**src/rtl/piso_serializer_if.sv**
```systemverilog
// -----------------------------------------------------------------------------
// piso_serializer_if
// Parallel-word handshake between an upstream producer and piso_serializer.
//
// Signals:
//   data   [N-1:0]  parallel word, sampled by the serializer only on an accept
//   valid           producer holds a word to send
//   ready           serializer can take a word this cycle
//
// Modports:
//   master  producer side (drives data/valid, observes ready)
//   slave   serializer side (observes data/valid, drives ready)
// -----------------------------------------------------------------------------
interface piso_serializer_if #(
    parameter int N = 8
);
    logic [N-1:0] data;
    logic         valid;
    logic         ready;

    modport master (output data, output valid, input ready);
    modport slave  (input data, input valid, output ready);
endinterface

```
**src/rtl/piso_serializer.sv**
```systemverilog
// -----------------------------------------------------------------------------
// piso_serializer
// Parallel-in serial-out transmitter. Takes an N-bit word over a valid/ready
// handshake and shifts it out one bit per clock on serial_o, with frame_o high
// across the frame and done_o marking the final bit. Words accepted during the
// final-bit cycle stream out with no gap.
//
// Parameters:
//   N           word width in bits (N >= 2)
//   MSB_FIRST   1: data[N-1] goes first; 0: data[0] goes first
//   IDLE_LEVEL  serial_o level while no frame is active
//
// Optional feature (compile-time macro PISO_SERIALIZER_PARITY_EN):
//   appends one even-parity bit (XOR of the word) after the data bits in a
//   PARITY state; done_o/ready_o then mark the parity cycle instead.
//
// Ports:
//   clk_i     system clock, rising edge
//   rst_ni    asynchronous active-low reset
//   in_if     slave side of piso_serializer_if (data/valid in, ready out)
//   serial_o  serial data out (registered)
//   frame_o   high while serial_o carries frame bits (registered)
//   done_o    high during the final frame bit (registered)
// -----------------------------------------------------------------------------
module piso_serializer #(
    parameter int N          = 8,
    parameter bit MSB_FIRST  = 1'b1,
    parameter bit IDLE_LEVEL = 1'b0
) (
    input  logic             clk_i,
    input  logic             rst_ni,
    piso_serializer_if.slave in_if,
    output logic             serial_o,
    output logic             frame_o,
    output logic             done_o
);

    localparam int            CW       = $clog2(N + 1);
    localparam logic [CW-1:0] LAST_CNT = CW'(N);

`ifdef PISO_SERIALIZER_PARITY_EN
    typedef enum logic [1:0] {IDLE = 2'd0, SHIFT = 2'd1, PARITY = 2'd2} state_t;
`else
    typedef enum logic {IDLE = 1'b0, SHIFT = 1'b1} state_t;
`endif

    state_t        state_q, state_d;
    logic [CW-1:0] cnt_q, cnt_d;       // bits already shown on serial_o
    logic [N-1:0]  shreg_q, shreg_d;
    logic          serial_q, serial_d;
    logic          frame_q, frame_d;
    logic          done_q, done_d;
`ifdef PISO_SERIALIZER_PARITY_EN
    logic          parity_q, parity_d;
`endif
    logic          final_bit;          // serial_o is showing the last frame bit
    logic          accept;
    logic          at_end;

    // Bit that leaves the word next, and the word with that bit removed.
    function automatic logic head_bit(input logic [N-1:0] w);
        return MSB_FIRST ? w[N-1] : w[0];
    endfunction

    function automatic logic [N-1:0] shift_word(input logic [N-1:0] w);
        return MSB_FIRST ? {w[N-2:0], 1'b0} : {1'b0, w[N-1:1]};
    endfunction

    assign accept = in_if.valid && in_if.ready;

    // ---------------------------------------------------------------- state register
    // NOTE: sequential state uses non-blocking assignments so every flop sees
    // the pre-edge value of every other flop, independent of statement order.
    always_ff @(posedge clk_i or negedge rst_ni) begin
        if (!rst_ni) begin
            state_q  <= IDLE;
            cnt_q    <= '0;
            shreg_q  <= '0;
            serial_q <= IDLE_LEVEL;
            frame_q  <= 1'b0;
            done_q   <= 1'b0;
`ifdef PISO_SERIALIZER_PARITY_EN
            parity_q <= 1'b0;
`endif
        end else begin
            state_q  <= state_d;
            cnt_q    <= cnt_d;
            shreg_q  <= shreg_d;
            serial_q <= serial_d;
            frame_q  <= frame_d;
            done_q   <= done_d;
`ifdef PISO_SERIALIZER_PARITY_EN
            parity_q <= parity_d;
`endif
        end
    end

    // ---------------------------------------------------------------- next state
    always_comb begin
        // NOTE: every variable gets a default before the case so no path
        // leaves one unassigned, which would otherwise infer a latch.
        state_d  = state_q;
        cnt_d    = cnt_q;
        shreg_d  = shreg_q;
        serial_d = IDLE_LEVEL;
        frame_d  = 1'b0;
        done_d   = 1'b0;
        at_end   = 1'b0;
`ifdef PISO_SERIALIZER_PARITY_EN
        parity_d = parity_q;
`endif

        case (state_q)
            IDLE: begin
                // From idle the word is only loaded; bit 0 shows one edge later.
                if (accept) begin
                    state_d = SHIFT;
                    cnt_d   = '0;
                    shreg_d = in_if.data;
`ifdef PISO_SERIALIZER_PARITY_EN
                    parity_d = ^in_if.data;
`endif
                end
            end
            SHIFT: begin
                if (cnt_q != LAST_CNT) begin
                    serial_d = head_bit(shreg_q);
                    shreg_d  = shift_word(shreg_q);
                    cnt_d    = cnt_q + CW'(1);
                    frame_d  = 1'b1;
`ifndef PISO_SERIALIZER_PARITY_EN
                    done_d   = (cnt_q == LAST_CNT - CW'(1));
`endif
                end else begin
`ifdef PISO_SERIALIZER_PARITY_EN
                    state_d  = PARITY;
                    serial_d = parity_q;
                    frame_d  = 1'b1;
                    done_d   = 1'b1;
`else
                    at_end   = 1'b1;
`endif
                end
            end
`ifdef PISO_SERIALIZER_PARITY_EN
            PARITY: at_end = 1'b1;
`endif
            default: state_d = IDLE;
        endcase

        // Final-bit cycle: either chain the next word or fall back to idle.
        // A chained word puts its first bit out on the accept edge itself so
        // frame_o stays high with no gap; the counter then starts at 1.
        if (at_end) begin
            if (accept) begin
                state_d  = SHIFT;
                serial_d = head_bit(in_if.data);
                shreg_d  = shift_word(in_if.data);
                cnt_d    = CW'(1);
                frame_d  = 1'b1;
`ifdef PISO_SERIALIZER_PARITY_EN
                parity_d = ^in_if.data;
`endif
            end else begin
                state_d = IDLE;
                cnt_d   = '0;
            end
        end
    end

    // ---------------------------------------------------------------- outputs
    always_comb begin
`ifdef PISO_SERIALIZER_PARITY_EN
        final_bit = (state_q == PARITY);
`else
        final_bit = (state_q == SHIFT) && (cnt_q == LAST_CNT);
`endif
        in_if.ready = (state_q == IDLE) || final_bit;
    end

    assign serial_o = serial_q;
    assign frame_o  = frame_q;
    assign done_o   = done_q;

endmodule
```
**src/flat_wrapper.sv**
```systemverilog
// flat-port wrapper written by rule: the top's interface ports become plain ports
module piso_serializer_flat 
#(
    parameter int N          = 8,
    parameter bit MSB_FIRST  = 1'b1,
    parameter bit IDLE_LEVEL = 1'b0
)
  (clk_i, rst_ni, serial_o, frame_o, done_o, in_if_data, in_if_valid, in_if_ready);
  piso_serializer_if #(.N(N)) in_if_i ();
  input  logic clk_i;
  input  logic rst_ni;
  output logic serial_o;
  output logic frame_o;
  output logic done_o;
  input wire logic [$bits(in_if_i.data)-1:0] in_if_data;
  input wire logic [$bits(in_if_i.valid)-1:0] in_if_valid;
  output wire logic [$bits(in_if_i.ready)-1:0] in_if_ready;
  assign in_if_i.data = in_if_data;
  assign in_if_i.valid = in_if_valid;
  assign in_if_ready = in_if_i.ready;
  piso_serializer #(.N(N), .MSB_FIRST(MSB_FIRST), .IDLE_LEVEL(IDLE_LEVEL)) u_core (.clk_i(clk_i), .rst_ni(rst_ni), .in_if(in_if_i), .serial_o(serial_o), .frame_o(frame_o), .done_o(done_o));
endmodule
```
**config.mk**
```make
export PLATFORM = sky130hd
export DESIGN_NAME = piso_serializer_flat
export DESIGN_NICKNAME = d
export VERILOG_FILES = /design/src/rtl/piso_serializer_if.sv /design/src/rtl/piso_serializer.sv /design/src/flat_wrapper.sv
export SDC_FILE = /design/constraint.sdc
export NUM_CORES = 1
export LEC_CHECK = 0
export CAP_MARGIN = 30
export CORE_MARGIN = 4
export CORE_UTILIZATION = 45
export DETAILED_ROUTE_END_ITERATION = 8
export GPL_TIMING_DRIVEN = 0
export HOLD_SLACK_MARGIN = 0.02
export PLACE_DENSITY = 0.69
export RECOVER_POWER = 25
export SLEW_MARGIN = 20
export SYNTH_ARGS = -nofsm -noshare
export SYNTH_HDL_FRONTEND = slang
export SYNTH_SLANG_ARGS = --single-unit
```
**constraint.sdc**
```tcl
create_clock -name clk_i -period 2.8 [get_ports clk_i]
set_input_delay 0.28 -clock clk_i [delete_from_list [all_inputs] [get_ports clk_i]]
set_output_delay 0.28 -clock clk_i [all_outputs]
set_load 0.01 [all_outputs]
```
==> run_results.csv, run 1 <==
group,metric,value,unit
run_status,status,"completed",
critical_path,critPathCaptureType,"output port",
power,p_seq_frac,0.408,
placement,placed_cell_area,1100,µm²
final_layout,syn2layout_area_growth,21.5,%
power,pwr-share-comb,0.426,
detailed_routing,wire_per_inst,13.7,µm
hold_path,worstHoldStart,"in_if_valid",
critical_path,crit_slowest_cell,"clkdlybuf4s50_1",
critical_path,cpPeakStageDelay,0.49,ns
power,p_clk_frac,0.166,
critical_path,crit_arrival,1.98,ns
floorplan,start_util,0.475,
synth,async_flop_share,1.00,
critical_path,cp_num_buf_inv,3,
synth,ys_top_cells_by_area,"dfrtp_1 43%, a221oi_2 8.1%, nand2_1 4.4%",
final_layout,drive_gt1_frac,0.178,
detailed_routing,dr.first_iter.drc_count,19,
synth,synth_common_cells,"16 x dfrtp_1, 11 x nand2_1, 8 x inv_1, 6 x o22ai_1, 5 x a221oi_2",
sta,clock.fmax,443,MHz
clock_tree,cts_tree,"built",
synth,synth_nets,103,
job,cap_violations,0,
sta,grt_setup_unrepaired,"no",
detailed_routing,vias,740,
synth,syn_area_per_cell,10.4,µm²
synth,syn-cell-area,932,µm²
critical_path,r2r_slack,1.34,ns
floorplan,num_io_pins,15,
clock_tree,numCtsBuffers,3,
power,power_switching,0.000318,W
clock_tree,clk_pin_slew,0.10,ns
placement,finalWeightedCongestion,0.754,
final_layout,postLayoutCoreUtil,0.577,
critical_path,required,2.52,ns
sta,finClkSkew,0.00266,ns
synth,ys.flop_type,"dfrtp_1",
synth,synth.most_common_cell,"dfrtp_1",
detailed_routing,viasPerCell,5.52,
critical_path,crit_type,"reg2out",
critical_path,crit_family,"buffers and inverters",
floorplan,core_area,1960,µm²
floorplan,num_rows,16,
synth,synth_edf_count,0,
placement,hpwl,1330,µm
floorplan,dieArea,2860,µm²
final_layout,design_area,1130,µm²
clock_tree,clockBufferDepth,2,
final_layout,diodes,0,
power,ir_worst_vdd,371,µV
global_routing,antenna_found_initial,0,
final_layout,final_cell_count_no_fill,134,
sta,finalSetupViolations,0,
power,leakage,0.507,nW
sta,layout_min_cycle_time,2.26,ns
placement,dp_cells,130,
placement,pre_cts_slack,0.871,ns
critical_path,start_kind,"flip-flop",
global_routing,grt_max_degree,17,
sta,final_hold_viol_count,0,
floorplan,fp.dieW,53.5,µm
final_layout,num-nets-final,121,
synth,ys_ff_latch,16,
critical_path,critPathMaxFanout,6,
clock_tree,cts.repair.resized,0,
sta,max-slew-margin-rel,0.514,
critical_path,r2r-start,"u_core.cnt_q[0]",
synth,synth_seq_area_share,0.430,
sta,period_share,0.806,
power,p_int,0.000608,W
clock_tree,h-tree-depth,1,
global_routing,grt_pass1_vias,770,
power,p_sw_frac,0.343,
critical_path,worst_path_most_repeated_cell,"inv_1",
synth,ys_warn_count,0,
clock_tree,insertion_delay,0.28,ns
global_routing,grtUsageTotal,0.161,
global_routing,overflow,0,
power,power_density,818,nW/µm²
sta,fin_setup_tns,0,ns
synth,syn-instance-count,90,
sta,setup_slack,0.542,ns
detailed_routing,route.detailed.drc,0,
sta,tightest_slew,0.727,ns
critical_path,critPathLaunch,"u_core.cnt_q[0]",
synth,synth_top_area_frac,0.430,
floorplan,fp.dieH,53.5,µm
hold_path,hp-class,"in2reg",
synth,yosysTopAreaCell,"dfrtp_1",
detailed_routing,finalWirelength,1840,µm
detailed_routing,dr.pass1.iters,4,
global_routing,grt_first_pass_wirelength,3360,µm
clock_tree,cts.sinks,16,
synth,yosys.cell_types.count,32,
clock_tree,cts_setup_buffers,0,
detailed_routing,antenna_left,0,
clock_tree,ctsRootBufferMaster,"clkbuf_4",
clock_tree,cts_hold_buf,0,
critical_path,worstPathCellList,"inv_1 > ha_1 > and3b_4 > nor2_4 > inv_1 > clkdlybuf4s50_1",
placement,portBuffers,13,
sta,finalMaxSlewViolations,0,
==> layout by cell type, fill, tap and decap left out, types with 2 or more instances in the layout <==
master           Yosys  layout
a221oi_2             5       5
nor2_1               3       3
mux2i_1              3       3
clkbuf_4             0       3
nor2b_1              3       3
a21oi_1              3       3
nand2_1             11      11
ha_1                 2       2
o22ai_1              6       6
o21ai_0              2       2
o32ai_1              2       2
dfrtp_1             16      16
buf_4                3       3
nand3_1              2       2
inv_1                8       8
clkdlybuf4s50_1      0      12
o211a_1              4       4
==> registers in the layout (all words and copies together) (netlist names) <==
name	count
u_core.shreg_q	8
u_core.cnt_q	4
u_core.done_o	1
u_core.frame_o	1
u_core.serial_o	1
u_core.state_q	1
==> power groups by stage <==
stage                     clock network, W  registers (W)  logic [W]
after floorplan                          0       0.000375   0.000289
after global placement                   0       0.000379   0.000389
after detailed placement                 0       0.000382   0.000397
after CTS                         0.000157       0.000377   0.000399
after global routing              0.000165       0.000393   0.000445
final                             0.000154       0.000377   0.000394
==> stage by stage <==
stage	hold WS, ns	total power, W
CTS	0.382	0.000934
finish	0.387	0.000926
global route	0.395	0.00100
global placement	0.538	0.000768
detailed placement	0.544	0.000779
floorplan	-0.0156	0.000664
==> worst paths after layout <==
check	end	cells past startpoint
setup reg to reg	u_core.shreg_q[7]	5
setup / recovery	in_if_ready	6
min in group asynchronous	u_core.frame_o	1
hold / removal	u_core.shreg_q[1]	3
hold reg to reg	u_core.shreg_q[4]	2
max in group asynchronous	u_core.shreg_q[7]	1
==> routing by layer <==
layer  wire (µm)  track usage  up-vias  share of wire
li1            -            -      367              -
met1         884        0.215      357           0.48
met2         867        0.259       14           0.47
met3          78       0.0254        2          0.042
met4          11       0.0638        0         0.0060
met5           0            0        -              0
==> logic make-up (layout without fill, tap and decap cells) <==
logic type	count (synthesis)	after routing	share of synthesized area
AO/OA/AOI/OAI	27	27	0.255
XOR/XNOR	1	1	0.00940
adder cells (fa/ha/maj)	2	2	0.0268
buffers and inverters	14	31	0.0778
flip-flops	16	16	0.430
multiplexers	3	3	0.0322
AND/OR/NAND/NOR	27	27	0.169
==> cell type report <==
type / count / area [µm²]
Inverter: 9 / 33.8
Clock buffer: 4 / 36.3
Timing Repair Buffer: 13 / 130
Sequential cell: 16 / 400
Multi-Input combinational cell: 60 / 459
Buffer: 5 / 38.8
Tap cell: 27 / 33.8
Fill cell: 187 / 830
==> tightest hold or removal path, cell delays in order <==
cell	delay, ns
buf_4	0.15
o211a_1	0.18
a221oi_2	0.03
(Power assumes the default switching activity.)
==> inputs of run 2 (changes only) <==
PLACE_DENSITY = 0.72   (was 0.69)
clock period = 1.9 ns   (was 2.8 ns; I/O delays follow)
==> run 2 against run 1 <==
  * Worst hold slack worse by 0.059 ns
  * First-iteration DRC count down 37%
  * Routed wire length up 3.2%
  * Critical path depth unchanged
  * Sequential share of layout area unchanged
  * Critical endpoint unchanged
  * Largest power group unchanged
==> run_results.csv, run 2 (same netlist as run 1, synthesis figures left out) <==
group,metric,value,unit
critical_path,cpPeakStageDelay,0.38,ns
clock_tree,clockBufferDepth,2,
final_layout,reg_top3,"u_core.shreg_q x8, u_core.cnt_q x4",
sta,fin_setup_tns,0,ns
sta,grt_setup_unrepaired,"no",
placement,hpwl,1370,µm
detailed_routing,antenna_left,0,
detailed_routing,dr.first_iter.drc_count,12,
global_routing,grt_first_pass_wirelength,3270,µm
sta,finalSetupViolations,0,
placement,portBuffers,13,
floorplan,fp.dieW,53.5,µm
final_layout,final_common_cell,"dfrtp_1",
final_layout,syn2layout_area_growth,21.5,%
floorplan,num_io_pins,15,
clock_tree,numCtsBuffers,3,
floorplan,core_area,1960,µm²
sta,max-slew-margin-rel,0.527,
final_layout,largest_reg_flops,8,
clock_tree,cts_tree,"built",
critical_path,crit_slowest_cell,"dfrtp_1",
critical_path,required,1.71,ns
detailed_routing,dr.pass1.iters,4,
clock_tree,clk_pin_slew,0.08,ns
global_routing,grtUsageTotal,0.160,
sta,hold_ws,0.327,ns
floorplan,num_rows,16,
detailed_routing,wire_per_inst,14.1,µm
job,cap_violations,0,
floorplan,dieArea,2860,µm²
global_routing,grt_pass1_vias,736,
floorplan,start_util,0.475,
clock_tree,ctsRootBufferMaster,"clkbuf_4",
detailed_routing,vias,766,
critical_path,start_kind,"flip-flop",
critical_path,cp_num_buf_inv,3,
critical_path,critPathMaxFanout,3,
final_layout,final_cell_mix,"16 x dfrtp_1, 11 x nand2_1, 11 x clkdlybuf4s50_1",
clock_tree,h-tree-depth,1,
sta,finalMaxSlewViolations,0,
global_routing,antenna_found_initial,0,
global_routing,grt_max_degree,17,
placement,finalWeightedCongestion,0.787,
detailed_routing,route.detailed.drc,0,
critical_path,worst_path_most_repeated_cell,"inv_1",
critical_path,crit_type,"reg2out",
critical_path,critPathCaptureType,"output port",
hold_path,hp-class,"in2reg",
sta,finClkSkew,0.00215,ns
power,power_density,1180,nW/µm²
critical_path,crit_family,"buffers and inverters",
sta,clock.fmax,559,MHz
critical_path,worstPathCellList,"inv_1 > ha_1 > and3b_4 > nor2_4 > inv_1 > dlygate4sd2_1",
global_routing,overflow,0,
power,leakage,0.514,nW
final_layout,regMostFlops,"u_core.shreg_q",
power,ir_worst_vdd,600,µV
clock_tree,cts_hold_buf,0,
final_layout,drive_gt1_frac,0.185,
floorplan,fp.dieH,53.5,µm
final_layout,diodes,0,
run_status,status,"completed",
detailed_routing,viasPerCell,5.67,
sta,period_share,0.942,
clock_tree,insertion_delay,0.27,ns
detailed_routing,finalWirelength,1900,µm
sta,layout_min_cycle_time,1.79,ns
clock_tree,cts.sinks,16,
final_layout,num-nets-final,123,
critical_path,crit_arrival,1.60,ns
sta,final_hold_viol_count,0,
sta,tightest_slew,0.707,ns
run 2: layout make-up:
cell class	count	area, µm²
timing repair buffer	15	144
buffer	5	38.8
tap	27	33.8
multi-input combinational	60	459
sequential	16	400
clock buffer	3	22.5
inverter	9	33.8
fill	191	830
run 2: layer usage:
metal,global-route usage,part of all wire
met5,0,0
met4,0.0511,0.0090
met3,0.0338,0.056
met2,0.257,0.48
met1,0.212,0.46
run 2: timing repair:
item	in CTS	in global routing
buffers inserted	1	1
endpoints found under the setup margin	1	1
resized for setup	1	0
pin swaps	1	0
run 2: report_power, final:
group          total, W  internal, W  switching, W  leakage [nW]
clock          0.000167    0.0000733     0.0000935        0.0138
sequential     0.000556     0.000467     0.0000893         0.198
combinational  0.000608     0.000329      0.000279         0.301
run 2: worst register-to-register path, delay by kind of cell (launching register included):
kind | cells | cell delay [ns]
buffers and inverters | 2 | 0.24
AO/OA/AOI/OAI | 1 | 0.26
flip-flops | 1 | 0.40
adder cells (fa/ha/maj) | 1 | 0.20
AND/OR/NAND/NOR | 2 | 0.28
run 2: worst paths after layout:
path                                  from           endpoint  slack [ns]  cells past startpoint
max                        u_core.cnt_q[0]        in_if_ready        0.11                      6
max in group asynchronous           rst_ni  u_core.shreg_q[0]        1.05                      1
min                            in_if_valid  u_core.shreg_q[1]        0.33                      3
min reg2reg                u_core.cnt_q[3]      u_core.done_o        0.55                      1
max reg2reg                u_core.cnt_q[0]  u_core.shreg_q[1]        0.42                      6
min in group asynchronous           rst_ni  u_core.shreg_q[7]        0.40                      1
run 2: per-stage QoR:
stage                     utilization  total power [W]  instance area [µm²]  worst slack (ns)  std cells
after CTS                       0.573          0.00133                 1120            0.0721        134
after global placement          0.559          0.00112                 1100            0.0579        130
after floorplan                     -         0.000979                  932             0.542         90
final                           0.577          0.00133                 1130             0.111        135
after detailed placement        0.559          0.00115                 1100            0.0313        130
after global routing            0.577          0.00145                 1130            0.0326        135
==> inputs of run 3 (changes only) <==
SETUP_SLACK_MARGIN = 0.4   (was unset)
==> run 3 against run 2 <==
  * Register-to-register slack about the same
  * Via count up 0.78%
  * Total power up 5.5%
  * Core utilization up 1.9 points
  * Setup slack better by 0.30 ns
  * Combinational power up 13%
  * Routed wire length up 2.3%
  * Sequential cell count unchanged
==> run_results.csv, run 3 (same netlist as run 1, synthesis figures left out) <==
group,metric,value,unit
run_status,status,"completed",
final_layout,syn2layout_area_growth,25.5,%
sta,grt_setup_unrepaired,"yes",
final_layout,final_common_cell,"dfrtp_1",
critical_path,r2r-start,"u_core.cnt_q[0]",
placement,finalWeightedCongestion,0.787,
detailed_routing,finalWirelength,1940,µm
floorplan,num_io_pins,15,
hold_path,hold_depth,3,
detailed_routing,wire_per_inst,14.1,µm
hold_path,holdPathEnd,"u_core.shreg_q[1]",
detailed_routing,route.detailed.drc,0,
final_layout,drive_gt1_frac,0.252,
power,ir_worst_vdd,633,µV
global_routing,grt_first_pass_wirelength,3350,µm
floorplan,core_area,1960,µm²
final_layout,final_cell_mix,"16 x dfrtp_1, 11 x nand2_1, 11 x clkdlybuf4s50_1",
critical_path,r2r_slack,0.43,ns
sta,finalMaxSlewViolations,0,
sta,fin_setup_tns,0,ns
hold_path,hp-class,"in2reg",
critical_path,rr_worst_depth,7,
clock_tree,h-tree-depth,1,
global_routing,antenna_found_initial,0,
detailed_routing,antenna_left,0,
critical_path,crit_type,"reg2out",
power,leakage,0.523,nW
clock_tree,insertion_delay,0.27,ns
sta,period_share,0.782,
floorplan,dieArea,2860,µm²
clock_tree,clockBufferDepth,2,
clock_tree,cts_tree,"built",
global_routing,grt_max_degree,17,
floorplan,start_util,0.475,
sta,max-slew-margin-rel,0.528,
detailed_routing,viasPerCell,5.59,
final_layout,reg_top3,"u_core.shreg_q x8, u_core.cnt_q x4",
global_routing,grtUsageTotal,0.163,
final_layout,largest_reg_flops,8,
placement,portBuffers,13,
clock_tree,cts_hold_buf,0,
final_layout,num-nets-final,126,
sta,finClkSkew,0.00135,ns
critical_path,r2r-end,"u_core.shreg_q[6]",
job,cap_violations,0,
critical_path,start_kind,"flip-flop",
final_layout,postLayoutCoreUtil,0.596,
hold_path,worstHoldStart,"in_if_valid",
final_layout,regMostFlops,"u_core.shreg_q",
power,totalPowerFinal,0.00140,W
sta,finalSetupViolations,0,
floorplan,fp.dieH,53.5,µm
final_layout,diodes,0,
power,power_density,1200,nW/µm²
sta,clock.fmax,673,MHz
sta,final_hold_viol_count,0,
critical_path,critPathMaxFanout,2,
floorplan,num_rows,16,
critical_path,crit_arrival,1.30,ns
clock_tree,cts.sinks,16,
floorplan,fp.dieW,53.5,µm
global_routing,overflow,0,
clock_tree,numCtsBuffers,3,
clock_tree,clk_pin_slew,0.08,ns
sta,tightest_slew,0.705,ns
detailed_routing,dr.first_iter.drc_count,10,
critical_path,required,1.71,ns
global_routing,grt_pass1_vias,746,
detailed_routing,vias,772,
critical_path,critPathCaptureType,"output port",
clock_tree,ctsRootBufferMaster,"clkbuf_4",
placement,hpwl,1370,µm
detailed_routing,dr.pass1.iters,4,
sta,layout_min_cycle_time,1.49,ns
-- run 3: cell count changes in the layout (fill, tap and decap cells not counted) --
cell / delta
inv_2: +3
dlygate4sd2_1: -1
ha_1: -1
buf_4: +3
ha_4: +1
inv_1: -3
buf_6: +1
-- run 3: worst max-delay path by stage --
stage                                from                 to  cells after the start
final                     u_core.cnt_q[0]        in_if_ready                      6
after global routing      u_core.cnt_q[0]        in_if_ready                      6
after CTS                 u_core.cnt_q[0]        in_if_ready                      6
after detailed placement  u_core.cnt_q[0]        in_if_ready                      6
after global placement    u_core.cnt_q[0]        in_if_ready                      6
after floorplan           u_core.cnt_q[0]  u_core.shreg_q[7]                      5
-- run 3: routing by layer --
metal | GRT usage | vias up | routed length (µm)
li1 | - | 375 | -
met1 | 0.219 | 383 | 913
met2 | 0.261 | 12 | 936
met3 | 0.0338 | 2 | 75
met4 | 0.0511 | 0 | 17
met5 | 0 | - | 0
-- run 3: repair_timing --
item	4_1_cts	5_1_grt
setup endpoints to repair	1	2
resized for setup	10	0
pin swaps	2	1
setup buffers	5	0
cloned	0	0
-- run 3: critical path, stage by stage (launching register included) --
cell	delay (ns)
dfrtp_1	0.37
inv_2	0.06
ha_4	0.15
and3b_4	0.19
nor2_4	0.09
inv_2	0.05
buf_6	0.11
-- run 3: cell type report --
class / count / area (µm²)
Timing Repair Buffer: 18 / 169
Fill cell: 190 / 792
Sequential cell: 16 / 400
Inverter: 9 / 33.8
Multi-Input combinational cell: 60 / 472
Clock buffer: 3 / 22.5
Tap cell: 27 / 33.8
Buffer: 5 / 38.8
-- run 3: per-stage QoR --
stage               worst slack, ns  instance area (µm²)  hold slack [ns]  instances
finish                        0.414                 1170            0.331        138
global placement             0.0579                 1100            0.530        130
CTS                           0.384                 1170            0.317        138
floorplan                     0.542                  932           -0.106         90
detailed placement           0.0313                 1100            0.531        130
global route                  0.365                 1170            0.338        138
-- run 3: where the power goes --
group / internal, W / total [W] / leakage (nW) / switching, W
sequential: 0.000467 / 0.000553 / 0.198 / 0.0000862
clock: 0.0000732 / 0.000166 / 0.0138 / 0.0000927
combinational: 0.000377 / 0.000685 / 0.311 / 0.000308
total: 0.000917 / 0.00140 / 0.523 / 0.000487
==> RTL change 1: new RTL, config.mk and constraints of run 3 <==
Build with the macro `PISO_SERIALIZER_PARITY_EN` defined.
--- a/src/rtl/piso_serializer.sv
+++ b/src/rtl/piso_serializer.sv
@@ -24,2 +24,4 @@
 // -----------------------------------------------------------------------------
+`define PISO_SERIALIZER_PARITY_EN
+
 module piso_serializer #(
Behaviour: not the same (Yosys sat finds a counterexample within 10 cycles, from zero or initial values and one cycle with rst_ni low).
==> RTL change 1 against run 3 <==
  * Synthesized cell count grew 10%
  * Routed wire length grew 13%
  * Worst setup slack gained 0.096 ns
  * Synthesized area grew 5.4%
  * Final area grew 5.1%
  * Fmax grew 6.9%
  * Total power grew 19%
  * Sequential cell count grew 2
  * Critical endpoint is now u_core.shreg_q[7]$_DFF_PN0_
  * Largest cell class unchanged
  * Largest power group unchanged
==> RTL change 1: results (changes against run 3) <==
Placed design
  – Placed inst area: 0.001156 mm² (+5.5%)
  – Number of placed instances, taps included: 140 (+7.7%)
  – Post-DP HPWL: 1.540 mm (+13%)

Critical path
  – R2r setup slk: 0.51 ns (+0.08 ns)
  – Worst R2R Path Depth: 6 (-1)
  – Max Fanout on Critical Path: 8 (+6)
  – End point of the critical path: u_core.shreg_q[7]$_DFF_PN0_

Pwr
  – Lkg Pwr: 0.5374 nW (+2.8%)
  – Switching portion of total power: 0.3754 (+0.02861)
  – Flop pwr share: 0.384 (-0.010)
  – Clk. pwr: 0.235 mW (+42%)

Status
  – Outcome: finished clean

Global routing
  – Met3 usage: 0.02452 (-0.009280)
  – First-pass GRT wire length: 3.491 mm (+4.1%)
  – Met1 GRT Util: 0.2280 (+0.009291)
  – Global routing usage on met2: 0.2461 (-0.01516)
  – Largest net degree at the start of global routing: 19 (+2)
  – All-Layer GR Usage: 0.1651 (+0.002003)
  – Vias in the first global route: 789 (+5.8%)

Finish
  – Reg area: 450.4 µm² (+13%)
  – Largest regs: u_core.shreg_q: 8 flops, u_core.cnt_q: 4 flops, u_core.state_q: 2 flops
  – Layout cell share with drive strength beyond 1: 0.1583 (-0.09392)
  – Layout filler cell count: 171 (-10%)

Clock network
  – Clk Latency, worst-skew pair: 0.29 ns (+0.02 ns)
  – Cts repair resizes: 1 (-9)
  – Postcts setup bufs: 0 (-5)
  – Clock-pin slew on the worst setup and hold paths: 0.11 ns (+0.03 ns)

Yosys
  – Cells after Synth: 99 (+10%)
  – Synth cell types: 28 (-13%)
  – Seq/Total Area, Yosys: 0.4586 (+0.02907)
  – Post-synth top cells: dfrtp_1, nand2_1, xnor2_1
  – Syn Nets: 112 (+8.7%)

Drt
  – DR WL met3: 105 µm (+40%)
  – Routed vias: 824 (+6.7%)
  – Post-DR wirelength/cell: 14.95 µm (+6.2%)
  – 1st-iter DRT viols: 26 (+16)
  – Met1 Routed Length: 1.037 mm (+14%)
  – WL met2: 1.042 mm (+11%)

Worst hold path
  – Worst hold path class: in -> async

STA
  – Hold WS: 0.4226 ns (+0.09146 ns)
  – Slew at the pin closest to its max-slew limit: 0.8085 ns (+0.1032 ns)
  – Period minus WS final: 1.389 ns (-0.09629 ns)
-- RTL change 1: layout make-up --
class / count / area share
Multi-Input combinational cell: 70 / 0.3998
Sequential cell: 18 / 0.3662
Timing Repair Buffer: 17 / 0.1312
Clock buffer: 4 / 0.02950
Buffer: 5 / 0.02747
Tap cell: 27 / 0.02747
Inverter: 6 / 0.01831
-- RTL change 1: cells by family (layout without fill, tap and decap cells) --
group	after synthesis	after routing	synth area share
AOI/OAI and AO/OA	30	30	0.2115
buffers and inverters	11	32	0.05349
xor gates and xnor gates	8	8	0.07134
DFF	18	18	0.4586
muxes	2	2	0.02166
and+or+nand+nor	28	28	0.1580
adders and majority gates	2	2	0.02547
-- RTL change 1: worst max-delay path, stage by stage (launching register included) --
cell      delay, ns
dfrtp_1        0.40
inv_1          0.12
ha_4           0.15
nand3b_4       0.12
a21oi_4        0.28
nand2_1        0.09
a31oi_1        0.17
==> RTL change 2: new RTL, flow settings as in run 3 <==
Without the edit above. Reset style: synchronous (`rst_ni`), changed in one clocked block. Comments in the files are not updated.
--- a/src/rtl/piso_serializer.sv
+++ b/src/rtl/piso_serializer.sv
@@ -73,3 +73,3 @@
     // the pre-edge value of every other flop, independent of statement order.
-    always_ff @(posedge clk_i or negedge rst_ni) begin
+    always_ff @(posedge clk_i) begin
         if (!rst_ni) begin
Check against the original RTL: differs if rst_ni is asserted again (counterexample within 4 cycles, from zero or initial values and one cycle with rst_ni low); with rst_ni held inactive, the same outputs for 10 cycles.
==> RTL change 2 against run 3 <==
  * Count of clock-buffer cells in the layout rose by 1
  * Non-clock buffer count rose by 4
  * Routed wire length up 18%
  * Die area decreased by 5.3%
  * Final area fell by 4.1%
  * Worst setup slack got worse by 0.12 ns
  * Sequential cell count stayed put
  * Global-route usage increased by 2.5 points
  * Critical path depth up 1
  * Synthesized area is 6.2% lower
  * Fmax fell by 7.5%
Power is not compared: it rests on default switching activity, and its combinational part moved more than twofold at a synthesized area within 25%.
==> RTL change 2: results (changes against run 3) <==
Global routing
  – All-Layer GR Usage: 0.1885 (+0.02533)
  – Global routing usage on met2: 0.3243 (+0.06304)
  – Largest net degree at the start of global routing: 11 (-6)
  – Met1 GRT Util: 0.2218 (+0.003081)
  – First-pass GRT wire length: 3.691 mm (+10%)
  – Vias in the first global route: 828 (+11%)
  – Met3 usage: 0.05158 (+0.01777)

Yosys
  – Synth Flop Type: dfxtp_1
  – Post-synth top cells: dfxtp_1, nor2_1, a21oi_1, nand3_1
  – Async S/R FF share, synth: 0 (-1.000)
  – Top post-synthesis cells by area: dfxtp_1, a221o_1, nor2_1
  – Syn Nets: 117 (+14%)
  – Synth cell types: 30 (-6.3%)

Placed design
  – Post-DP HPWL: 1.437 mm (+5.2%)
  – Gp weighted congestion: 0.8353 (+6.2%)
  – Placed inst area: 0.001036 mm² (-5.5%)
  – Port-buffer cells: 13 (unchanged)
  – Setup WS pre-CTS: 0.004720 ns (-0.02659 ns)

Drt
  – Met1 Routed Length: 974 µm (+6.7%)
  – 1st-iter DRT viols: 34 (+24)
  – DR vias/cell: 5.828 (+4.2%)
  – DR WL met3: 129 µm (+72%)
  – WL met2: 1.150 mm (+23%)
  – Post-DR wirelength/cell: 15.11 µm (+7.4%)

Status
  – Outcome: finished clean

Clock network
  – Clock-pin slew on the worst setup and hold paths: 0.10 ns (+0.02 ns)

Critical path
  – Critical path arrival: 1.42 ns (+0.12 ns)

STA
  – Slew at the pin closest to its max-slew limit: 0.4634 ns (-0.2419 ns)

Finish
  – Layout filler cell count: 165 (-13%)
  – Nets: 140 (+11%)
  – Layout cell share with drive strength beyond 1: 0.1825 (-0.06971)

Pwr
  – Lkg Pwr: ~0.42 nW
## RTL change 2: cell type report
type	count	area (µm²)	area share
multi-input cells	75	480.5	0.4281
flip-flops and latches	16	321.6	0.2865
repair buffers	18	168.9	0.1505
plain buffers	9	66.31	0.05909
clock buffers	4	36.28	0.03233
well taps	25	31.28	0.02787
inverters	4	17.52	0.01561
## RTL change 2: worst max-delay path, stage by stage (launching register included)
cell	delay, ns
dfxtp_1	0.40
inv_4	0.04
ha_1	0.22
nand3b_4	0.10
buf_6	0.10
buf_8	0.09
nand2_4	0.04
buf_6	0.12
## RTL change 2: power groups by stage
stage	clock [mW]	sequential, mW	combinational (mW)
2_1_floorplan	0	0.371	0.0865
3_3_place_gp	0	0.373	0.131
3_5_place_dp	0	0.373	0.132
4_1_cts	0.244	0.365	0.144
5_1_grt	0.258	0.368	0.154
6_report	0.240	0.366	0.140
## RTL change 2: timing repair
item	CTS	global route
setup buffers	5	0
endpoints found under the setup margin	1	1
gates resized for setup	17	0
pin swaps	1	0
## RTL change 2: path summary, 6_finish.rpt
check,end,from,cells after the start,slack (ns)
max,in_if_ready,u_core.cnt_q[0]$_SDFFE_PN0P_,7,0.29
min,u_core.shreg_q[3]$_SDFF_PN0_,rst_ni,3,0.29
max reg2reg,u_core.shreg_q[6]$_SDFF_PN0_,u_core.state_q$_SDFF_PN0_,5,0.30
min reg2reg,u_core.shreg_q[7]$_SDFF_PN0_,u_core.shreg_q[6]$_SDFF_PN0_,2,0.49
## RTL change 2: cells by family (layout without fill, tap and decap cells)
kind of cell / count (synthesis) / in the layout / share of synthesized area
buf+inv: 13 / 35 / 0.09011
compound gates: 30 / 30 / 0.2432
flops: 16 / 16 / 0.3662
mux: 2 / 2 / 0.02432
simple gates: 41 / 41 / 0.2475
fa+ha+maj: 2 / 2 / 0.02861
